==> src/rtl/segway_pkg.sv <==
// Shared types and defaults for the segway control blocks.
package segway_pkg;

    typedef enum logic [1:0] {
        IDLE  = 2'd0,
        CMD   = 2'd1,
        PAUSE = 2'd2,
        READ  = 2'd3
    } a2d_state_t;

    typedef logic [1:0] rr_idx_t;

    localparam rr_idx_t RR_LFT  = 2'd0;
    localparam rr_idx_t RR_RGHT = 2'd1;
    localparam rr_idx_t RR_BATT = 2'd2;

    localparam logic [2:0] LFT_CHNL_DEF  = 3'd0;
    localparam logic [2:0] RGHT_CHNL_DEF = 3'd4;
    localparam logic [2:0] BATT_CHNL_DEF = 3'd5;

    function automatic logic [15:0] a2d_cmd(input logic [2:0] chnl);
        return {2'b00, chnl, 11'h000};
    endfunction

endpackage

==> src/rtl/a2d_conv_sched.sv <==
// Round-robin A2D conversion scheduler driving the SPI master:
// command transaction, one-cycle pause, then read-back transaction.
module a2d_conv_sched
    import segway_pkg::*;
#(
    parameter logic [2:0] LFT_CHNL  = LFT_CHNL_DEF,
    parameter logic [2:0] RGHT_CHNL = RGHT_CHNL_DEF,
    parameter logic [2:0] BATT_CHNL = BATT_CHNL_DEF
) (
    input  logic        clk,
    input  logic        rst_n,
    input  logic        nxt,
    input  logic        done,
    input  logic [15:0] rd_data,
    output logic        wrt,
    output logic [15:0] cmd,
    output logic [11:0] lft_ld,
    output logic [11:0] rght_ld,
    output logic [11:0] batt,
    output logic        conv_done,
    output logic        busy
);

    a2d_state_t  state_q, state_d;
    rr_idx_t     rr_q, rr_d, rr_cur;
    logic        wrt_q, wrt_d;
    logic [15:0] cmd_q, cmd_d;
    logic [11:0] lft_q, lft_d;
    logic [11:0] rght_q, rght_d;
    logic [11:0] batt_q, batt_d;
    logic        cdone_q, cdone_d;
    logic [2:0]  chnl;

    // An illegal index (3) is treated as the left load cell.
    assign rr_cur = (rr_q == 2'd3) ? RR_LFT : rr_q;

    always_comb begin
        chnl = LFT_CHNL;
        if (rr_cur == RR_RGHT) chnl = RGHT_CHNL;
        if (rr_cur == RR_BATT) chnl = BATT_CHNL;
    end

    always_comb begin
        state_d = state_q;
        rr_d    = rr_cur;
        wrt_d   = 1'b0;
        cmd_d   = cmd_q;
        lft_d   = lft_q;
        rght_d  = rght_q;
        batt_d  = batt_q;
        cdone_d = 1'b0;
        unique case (state_q)
            IDLE: begin
                if (nxt) begin
                    state_d = CMD;
                    wrt_d   = 1'b1;
                    cmd_d   = a2d_cmd(chnl);
                end
            end
            CMD: begin
                if (done) state_d = PAUSE;
            end
            PAUSE: begin
                state_d = READ;
                wrt_d   = 1'b1;
            end
            READ: begin
                if (done) begin
                    state_d = IDLE;
                    cdone_d = 1'b1;
                    if (rr_cur == RR_LFT)  lft_d  = rd_data[11:0];
                    if (rr_cur == RR_RGHT) rght_d = rd_data[11:0];
                    if (rr_cur == RR_BATT) batt_d = rd_data[11:0];
                    rr_d = (rr_cur == RR_BATT) ? RR_LFT : rr_cur + 2'd1;
                end
            end
            default: state_d = IDLE;
        endcase
    end

    always_ff @(posedge clk or negedge rst_n) begin
        if (!rst_n) begin
            state_q <= IDLE;
            rr_q    <= RR_LFT;
            wrt_q   <= 1'b0;
            cmd_q   <= 16'h0000;
            lft_q   <= 12'h000;
            rght_q  <= 12'h000;
            batt_q  <= 12'h000;
            cdone_q <= 1'b0;
        end else begin
            state_q <= state_d;
            rr_q    <= rr_d;
            wrt_q   <= wrt_d;
            cmd_q   <= cmd_d;
            lft_q   <= lft_d;
            rght_q  <= rght_d;
            batt_q  <= batt_d;
            cdone_q <= cdone_d;
        end
    end

    assign wrt       = wrt_q;
    assign cmd       = cmd_q;
    assign lft_ld    = lft_q;
    assign rght_ld   = rght_q;
    assign batt      = batt_q;
    assign conv_done = cdone_q;
    // Stays high through the conv_done cycle, after state is back in IDLE.
    assign busy      = (state_q != IDLE) || cdone_q;

endmodule
==> config.mk <==
export PLATFORM = sky130hd
export DESIGN_NAME = a2d_conv_sched
export DESIGN_NICKNAME = d
export VERILOG_FILES = /design/src/rtl/segway_pkg.sv /design/src/rtl/a2d_conv_sched.sv
export SDC_FILE = /design/constraint.sdc
export NUM_CORES = 1
export LEC_CHECK = 0
export BUFFER_PORTS_ARGS = -buffer_cell sky130_fd_sc_hd__buf_4
export CELL_PAD_IN_SITES_DETAIL_PLACEMENT = 1
export CELL_PAD_IN_SITES_GLOBAL_PLACEMENT = 1
export CORE_ASPECT_RATIO = 0.75
export CORE_UTILIZATION = 41
export DETAILED_ROUTE_END_ITERATION = 8
export PLACE_DENSITY_LB_ADDON = 0.1
export SYNTH_ARGS = -nofsm -noshare
export SYNTH_HDL_FRONTEND = slang
export SYNTH_SLANG_ARGS = --single-unit
==> constraint.sdc <==
create_clock -name clk -period 4.8 [get_ports clk]
set_clock_uncertainty 0.15 [all_clocks]
set_input_delay 0.48 -clock clk [delete_from_list [all_inputs] [get_ports clk]]
set_output_delay 0.48 -clock clk [all_outputs]
set_load 0.005 [all_outputs]
Yosys cells after proc, flatten, opt, wreduce, memory -nomap -nowiden
Index checks and enable logic that the tools add are counted.
{ "op_classes": {"mux": 14, "n_eq_ne": 9, "n_reduce_logical": 9, "n_addsub": 1} }
{ "ops": {"columns": ["operator", "n"], "rows": [
  ["two-way mux 2 bit", 7],
  ["AND reduction 3 bit", 4],
  ["== test 2 bit, second input constant", 4],
  ["one-hot mux 2 bit (4 select lines)", 1],
  ["two-way mux 3 bit", 2],
  ["inequality test 2 bit, second input constant", 3],
  ["== test 2 x 1 -> 1 bit, second input constant", 2],
  ["zero test 2 bit", 2],
  ["two-way mux 1 bit", 3],
  ["adder 2 x 1 -> 2 bit, second input constant", 1],
  ["one-hot mux 1 bit (2 select lines)", 1],
  ["AND reduction 2 bit", 1],
  ["nonzero test 2 bit", 1],
  ["logical OR 1 bit", 1]
]} }
{ "totals": {"reg_bits": 45} }

Depth between registers and ports, before layout
{ "logic_depth": {"depth_word": 6, "depth_mapped": 5, "ltp_nobuf": 5} }

Worst setup path after synthesis
No wires, ideal clock.
{ "synth_path": {"kind": "reg-to-reg", "from": "reg state_q[0]", "to": "reg state_q[1]", "path_slack_ps": 3248, "synth_period_minus_slack_ps": 1552, "t_required_ps": 4525, "setup_ps": 125, "arrival_ps": 1278, "path_stages_with_launch": 6, "cell_sequence": "dfrtp_1 -> inv_1 -> ha_1 -> inv_1 -> o22ai_1 -> mux2_2"} }
{ "synth_between": {"elab_chain_len": 3, "elab_cells_between_ends": 9, "classes_between": "6 x eq/ne; 1 x mux; 2 x reduce/logical"} }
{ "synth_lines": {"columns": ["item", "line", "source"], "rows": [
  ["start, declared", "a2d_conv_sched.sv:24", "a2d_state_t state_q, state_d;"],
  ["start signal, assigned", "a2d_conv_sched.sv:92", "state_q <= state_d;"],
  ["== test 2 x 1 -> 1 bit (tied with other cells)", "a2d_conv_sched.sv:52", "unique case (state_q)"],
  ["inequality test 2 bit (no source line)", null, null],
  ["AND reduction 3 bit (no source line)", null, null]
]} }
Several ways; a longest one is shown, not always the timed one.
A chain may end at the register's enable or synchronous reset.

Worst setup path after layout
{ "layout_path": {"from": "reg state_q[1]", "to": "reg batt_q[9] (netlist: batt[9])"} }
{ "layout_between": {"elab_chain_len": 2} }
{ "layout_lines": {"columns": ["item", "line", "source"], "rows": [
  ["== test 2 bit", "a2d_conv_sched.sv:52", null],
  ["AND reduction 3 bit (no source line)", null, null],
  ["end signal, assigned", "a2d_conv_sched.sv:98", "batt_q <= batt_d;"],
  ["end, declared", "a2d_conv_sched.sv:30", "logic [11:0] batt_q, batt_d;"]
]} }
Every way passes these cells.

==> impl_metrics.prom <==
# TYPE chip_impl_metric gauge
chip_impl_info{name="status",value="finished, final reports clean"} 1
chip_impl_metric{name="die_w",unit="um"} 82.7
chip_impl_info{name="worst_hold_path_type",value="input pin to async pin"} 1
chip_impl_metric{name="switching_share",unit=""} 0.292
chip_impl_metric{name="grt_pass1_vias",unit=""} 1258
chip_impl_metric{name="clkSinkCount",unit=""} 44
chip_impl_metric{name="post_synth.cell_area_avg",unit="um^2"} 15.4
chip_impl_metric{name="clkSlewWorstSetupHoldPaths",unit="ns"} 0.07
chip_impl_metric{name="drcViolationCount",unit=""} 0
chip_impl_metric{name="globalRouteTotalUtil",unit=""} 0.176
chip_impl_metric{name="reg2reg_depth",unit=""} 3
chip_impl_metric{name="cts_hold_buf",unit=""} 0
chip_impl_metric{name="share_clk_of_total_power",unit=""} 0.155
chip_impl_metric{name="yosysUniqueCellTypes",unit=""} 15
chip_impl_info{name="synth_top_cell_by_area",value="sky130_fd_sc_hd__dfrtp_1"} 1
chip_impl_metric{name="area.growth.synth_to_final",unit="%"} 24.8
chip_impl_metric{name="cap_viol_max_count",unit=""} 0
chip_impl_metric{name="num_antenna_cells",unit=""} 0
chip_impl_metric{name="dp.cells",unit=""} 239
chip_impl_metric{name="floorplan.rows",unit=""} 21
chip_impl_metric{name="area_post_placement",unit="um^2"} 2410
chip_impl_metric{name="drtPass1Iterations",unit=""} 3
chip_impl_metric{name="r2r_setup_slack",unit="ns"} 2.90
chip_impl_metric{name="max_freq",unit="MHz"} 526
chip_impl_metric{name="hold-worst-slack",unit="ns"} 0.0306
chip_impl_metric{name="ios",unit=""} 75
chip_impl_metric{name="power.leakage",unit="nW"} 1.37
chip_impl_metric{name="ys_warn_count",unit=""} 0
chip_impl_metric{name="synth_seq_area_share",unit=""} 0.549
chip_impl_metric{name="finalSetupTns",unit="ns"} 0
chip_impl_metric{name="largest_fanout_on_the_critical_path",unit=""} 12
chip_impl_metric{name="finalCoreUtilization",unit=""} 0.547
chip_impl_metric{name="layout.nets",unit=""} 217
chip_impl_info{name="regToRegEndpoint",value="batt[9]$_DFFE_PN0P_"} 1
chip_impl_info{name="worstReg2RegStart",value="state_q[1]$_DFFE_PN0P_"} 1
chip_impl_metric{name="worstPathRequired",unit="ns"} 4.82
chip_impl_metric{name="timing.critical_path.arrival",unit="ns"} 1.93
chip_impl_metric{name="cts_htree_levels",unit=""} 2
chip_impl_info{name="yosys-top-cells-count",value="sky130_fd_sc_hd__dfrtp_1, sky130_fd_sc_hd__mux2_4, sky130_fd_sc_hd__buf_4"} 1
chip_impl_metric{name="finalMaxSlewViolations",unit=""} 0
chip_impl_info{name="setup.worst_path.end_class",value="flip-flop"} 1
chip_impl_metric{name="synth_top_area_share",unit=""} 0.549
chip_impl_metric{name="finalWeightedCongestion",unit=""} 0.717
chip_impl_metric{name="clock_path_buffers",unit=""} 2
chip_impl_metric{name="fin_crit_sh",unit=""} 0.396
chip_impl_metric{name="cts_resized",unit=""} 0
chip_impl_metric{name="final_design_area_no_fill",unit="um^2"} 2500
chip_impl_metric{name="power_switching",unit="mW"} 0.459
chip_impl_metric{name="antenna_nets_post_route",unit=""} 0
chip_impl_metric{name="fill_cells",unit=""} 475
chip_impl_metric{name="setup_slack",unit="ns"} 2.90
chip_impl_info{name="worst-setup-path-type",value="flip-flop to flip-flop"} 1
chip_impl_metric{name="period_minus_slack",unit="ns"} 1.90
chip_impl_metric{name="preCtsSetupSlack",unit="ns"} 2.92
chip_impl_metric{name="layout-drive-gt1-share",unit=""} 0.556
chip_impl_metric{name="wl_per_cell",unit="um"} 16.5
chip_impl_metric{name="grt_max_degree",unit=""} 45
chip_impl_metric{name="cellPowerDensity",unit="nW/um^2"} 628
chip_impl_metric{name="synth_seq_cells",unit=""} 44
chip_impl_info{name="primary_flip_flop_cell_chosen_by_synthesis_mapping",value="sky130_fd_sc_hd__dfrtp_1"} 1
chip_impl_metric{name="finalPower",unit="mW"} 1.57
chip_impl_info{name="yosys.cell_count.top_type",value="sky130_fd_sc_hd__dfrtp_1"} 1
chip_impl_metric{name="netlist_instances",unit=""} 130
chip_impl_metric{name="p_comb_frac",unit=""} 0.432
chip_impl_metric{name="core_region_area",unit="um^2"} 4570
chip_impl_metric{name="dp.final_hpwl",unit="mm"} 2.96
chip_impl_metric{name="power_report.internal_total",unit="mW"} 1.11
chip_impl_metric{name="vias",unit=""} 1158
chip_impl_metric{name="cts_inserted_buffers",unit=""} 5
chip_impl_metric{name="detailedRoute.firstIterationViolations",unit=""} 34
chip_impl_info{name="netlist_top_cells_area",value="sky130_fd_sc_hd__dfrtp_1, sky130_fd_sc_hd__mux2_4, sky130_fd_sc_hd__mux2_2, sky130_fd_sc_hd__buf_4, sky130_fd_sc_hd__ha_1"} 1
chip_impl_metric{name="clock_insertion_delay_worst_skew",unit="ns"} 0.29
chip_impl_metric{name="place.port_buffers",unit=""} 56
chip_impl_metric{name="initial_core_util",unit=""} 0.438
chip_impl_metric{name="grt_overflow",unit=""} 0
chip_impl_metric{name="detail_route.wirelength",unit="mm"} 4.06
chip_impl_metric{name="antenna_found_initial",unit=""} 0
chip_impl_metric{name="cts_post_setup_buffers_inserted",unit=""} 0
chip_impl_metric{name="die_area",unit="um^2"} 5180
chip_impl_info{name="critPathLaunchType",value="flip-flop"} 1
chip_impl_metric{name="hold_violations",unit=""} 0
chip_impl_metric{name="async_flop_share",unit=""} 1.00
chip_impl_metric{name="synth_enable_flop_cells",unit=""} 0
chip_impl_metric{name="worst_slew_pin_slew",unit="ns"} 0.550
chip_impl_metric{name="timing.max_slew.rel_slack",unit=""} 0.633
chip_impl_metric{name="grt_pass1_wl",unit="mm"} 6.61
chip_impl_metric{name="floorplan_die_height",unit="um"} 62.6
chip_impl_metric{name="vdd_drop_max",unit="mV"} 0.218
chip_impl_metric{name="setup_viol_count_final",unit=""} 0
chip_impl_metric{name="share_seq_of_total_power",unit=""} 0.413
chip_impl_metric{name="netlist_area_pre_place",unit="um^2"} 2000
chip_impl_info{name="cts_tree",value="yes"} 1
chip_impl_info{name="rsz0062_at_grt",value="no"} 1
chip_impl_info{name="cts_root_buf",value="sky130_fd_sc_hd__clkbuf_8"} 1
chip_impl_metric{name="routed_via_density",unit=""} 4.71
chip_impl_metric{name="layoutNonFillerInstCount",unit=""} 246
cell families after synthesis:
kind of cell,after synthesis,synth area share
buffers and inverters,23,0.0805
other,1,0.00187
DFF,44,0.549
and+or+nand+nor,12,0.0343
adders and majority gates,8,0.0499
AOI/OAI and AO/OA,2,0.00562
muxes,40,0.278
worst max-delay path, stage by stage (launching register included):
cell and delay [ns]:
sky130_fd_sc_hd__dfrtp_1 0.39, sky130_fd_sc_hd__ha_1 0.31, sky130_fd_sc_hd__nand3_2 0.47, sky130_fd_sc_hd__mux2_4 0.46
cell type report:
type / count / area (um^2) / area share
Tap cell: 57 / 71.3 / 0.0285
Timing Repair Buffer: 56 / 420 / 0.168
Multi-Input combinational cell: 76 / 791 / 0.316
Inverter: 6 / 22.5 / 0.00900
Sequential cell: 44 / 1100 / 0.440
Clock buffer: 7 / 96.3 / 0.0385
cell usage in the layout, fill, tap and decap left out:
master	n
sky130_fd_sc_hd__buf_4	56
sky130_fd_sc_hd__dfrtp_1	44
sky130_fd_sc_hd__mux2_4	29
sky130_fd_sc_hd__conb_1	14
sky130_fd_sc_hd__mux2_2	10
sky130_fd_sc_hd__ha_1	8
sky130_fd_sc_hd__clkbuf_8	7
sky130_fd_sc_hd__inv_1	6
sky130_fd_sc_hd__nand2_1	5
sky130_fd_sc_hd__nand3_2	3
sky130_fd_sc_hd__nand2b_1	2
sky130_fd_sc_hd__nor2_1	2
sky130_fd_sc_hd__o21ai_0	1
sky130_fd_sc_hd__o22ai_1	1
sky130_fd_sc_hd__mux2i_1	1
registers in the layout (all words and copies together) (netlist names):
signal	flops
batt	12
cmd	2
conv_done	1
state_q	2
rr_q	2
lft_ld	12
rght_ld	12
wrt	1
routing by layer:
metal / vias up / share of wire / GRT usage
met2: 46 / 0.48 / 0.277
met4: 0 / 0.013 / 0.0690
met3: 9 / 0.069 / 0.0496
met1: 584 / 0.43 / 0.227
li1: 519 / - / -
met5: - / 0 / 0
how the worst max path moves through the flow:
stage                                       from                     end  slack, ns  cells after the start
after global placement         rr_q[0]$_DFF_PN0_   lft_ld[6]$_DFFE_PN0P_       2.95                      4
after CTS                 state_q[1]$_DFFE_PN0P_     batt[9]$_DFFE_PN0P_       2.88                      3
after floorplan           state_q[0]$_DFFE_PN0P_  state_q[1]$_DFFE_PN0P_       3.25                      5
after detailed placement  state_q[1]$_DFFE_PN0P_     batt[9]$_DFFE_PN0P_       2.92                      3
after global routing      state_q[1]$_DFFE_PN0P_     batt[9]$_DFFE_PN0P_       2.79                      3
final                     state_q[1]$_DFFE_PN0P_     batt[9]$_DFFE_PN0P_       2.90                      3
power by group through the flow:
stage	Combinational [mW]	Sequential, mW	Clock (mW)
3_5_place_dp	0.688	0.655	0
5_1_grt	0.743	0.667	0.273
3_3_place_gp	0.665	0.637	0
6_report	0.679	0.649	0.244
2_1_floorplan	0.360	0.646	0
4_1_cts	0.692	0.650	0.253
No activity file was read; power rests on OpenSTA's default activity.
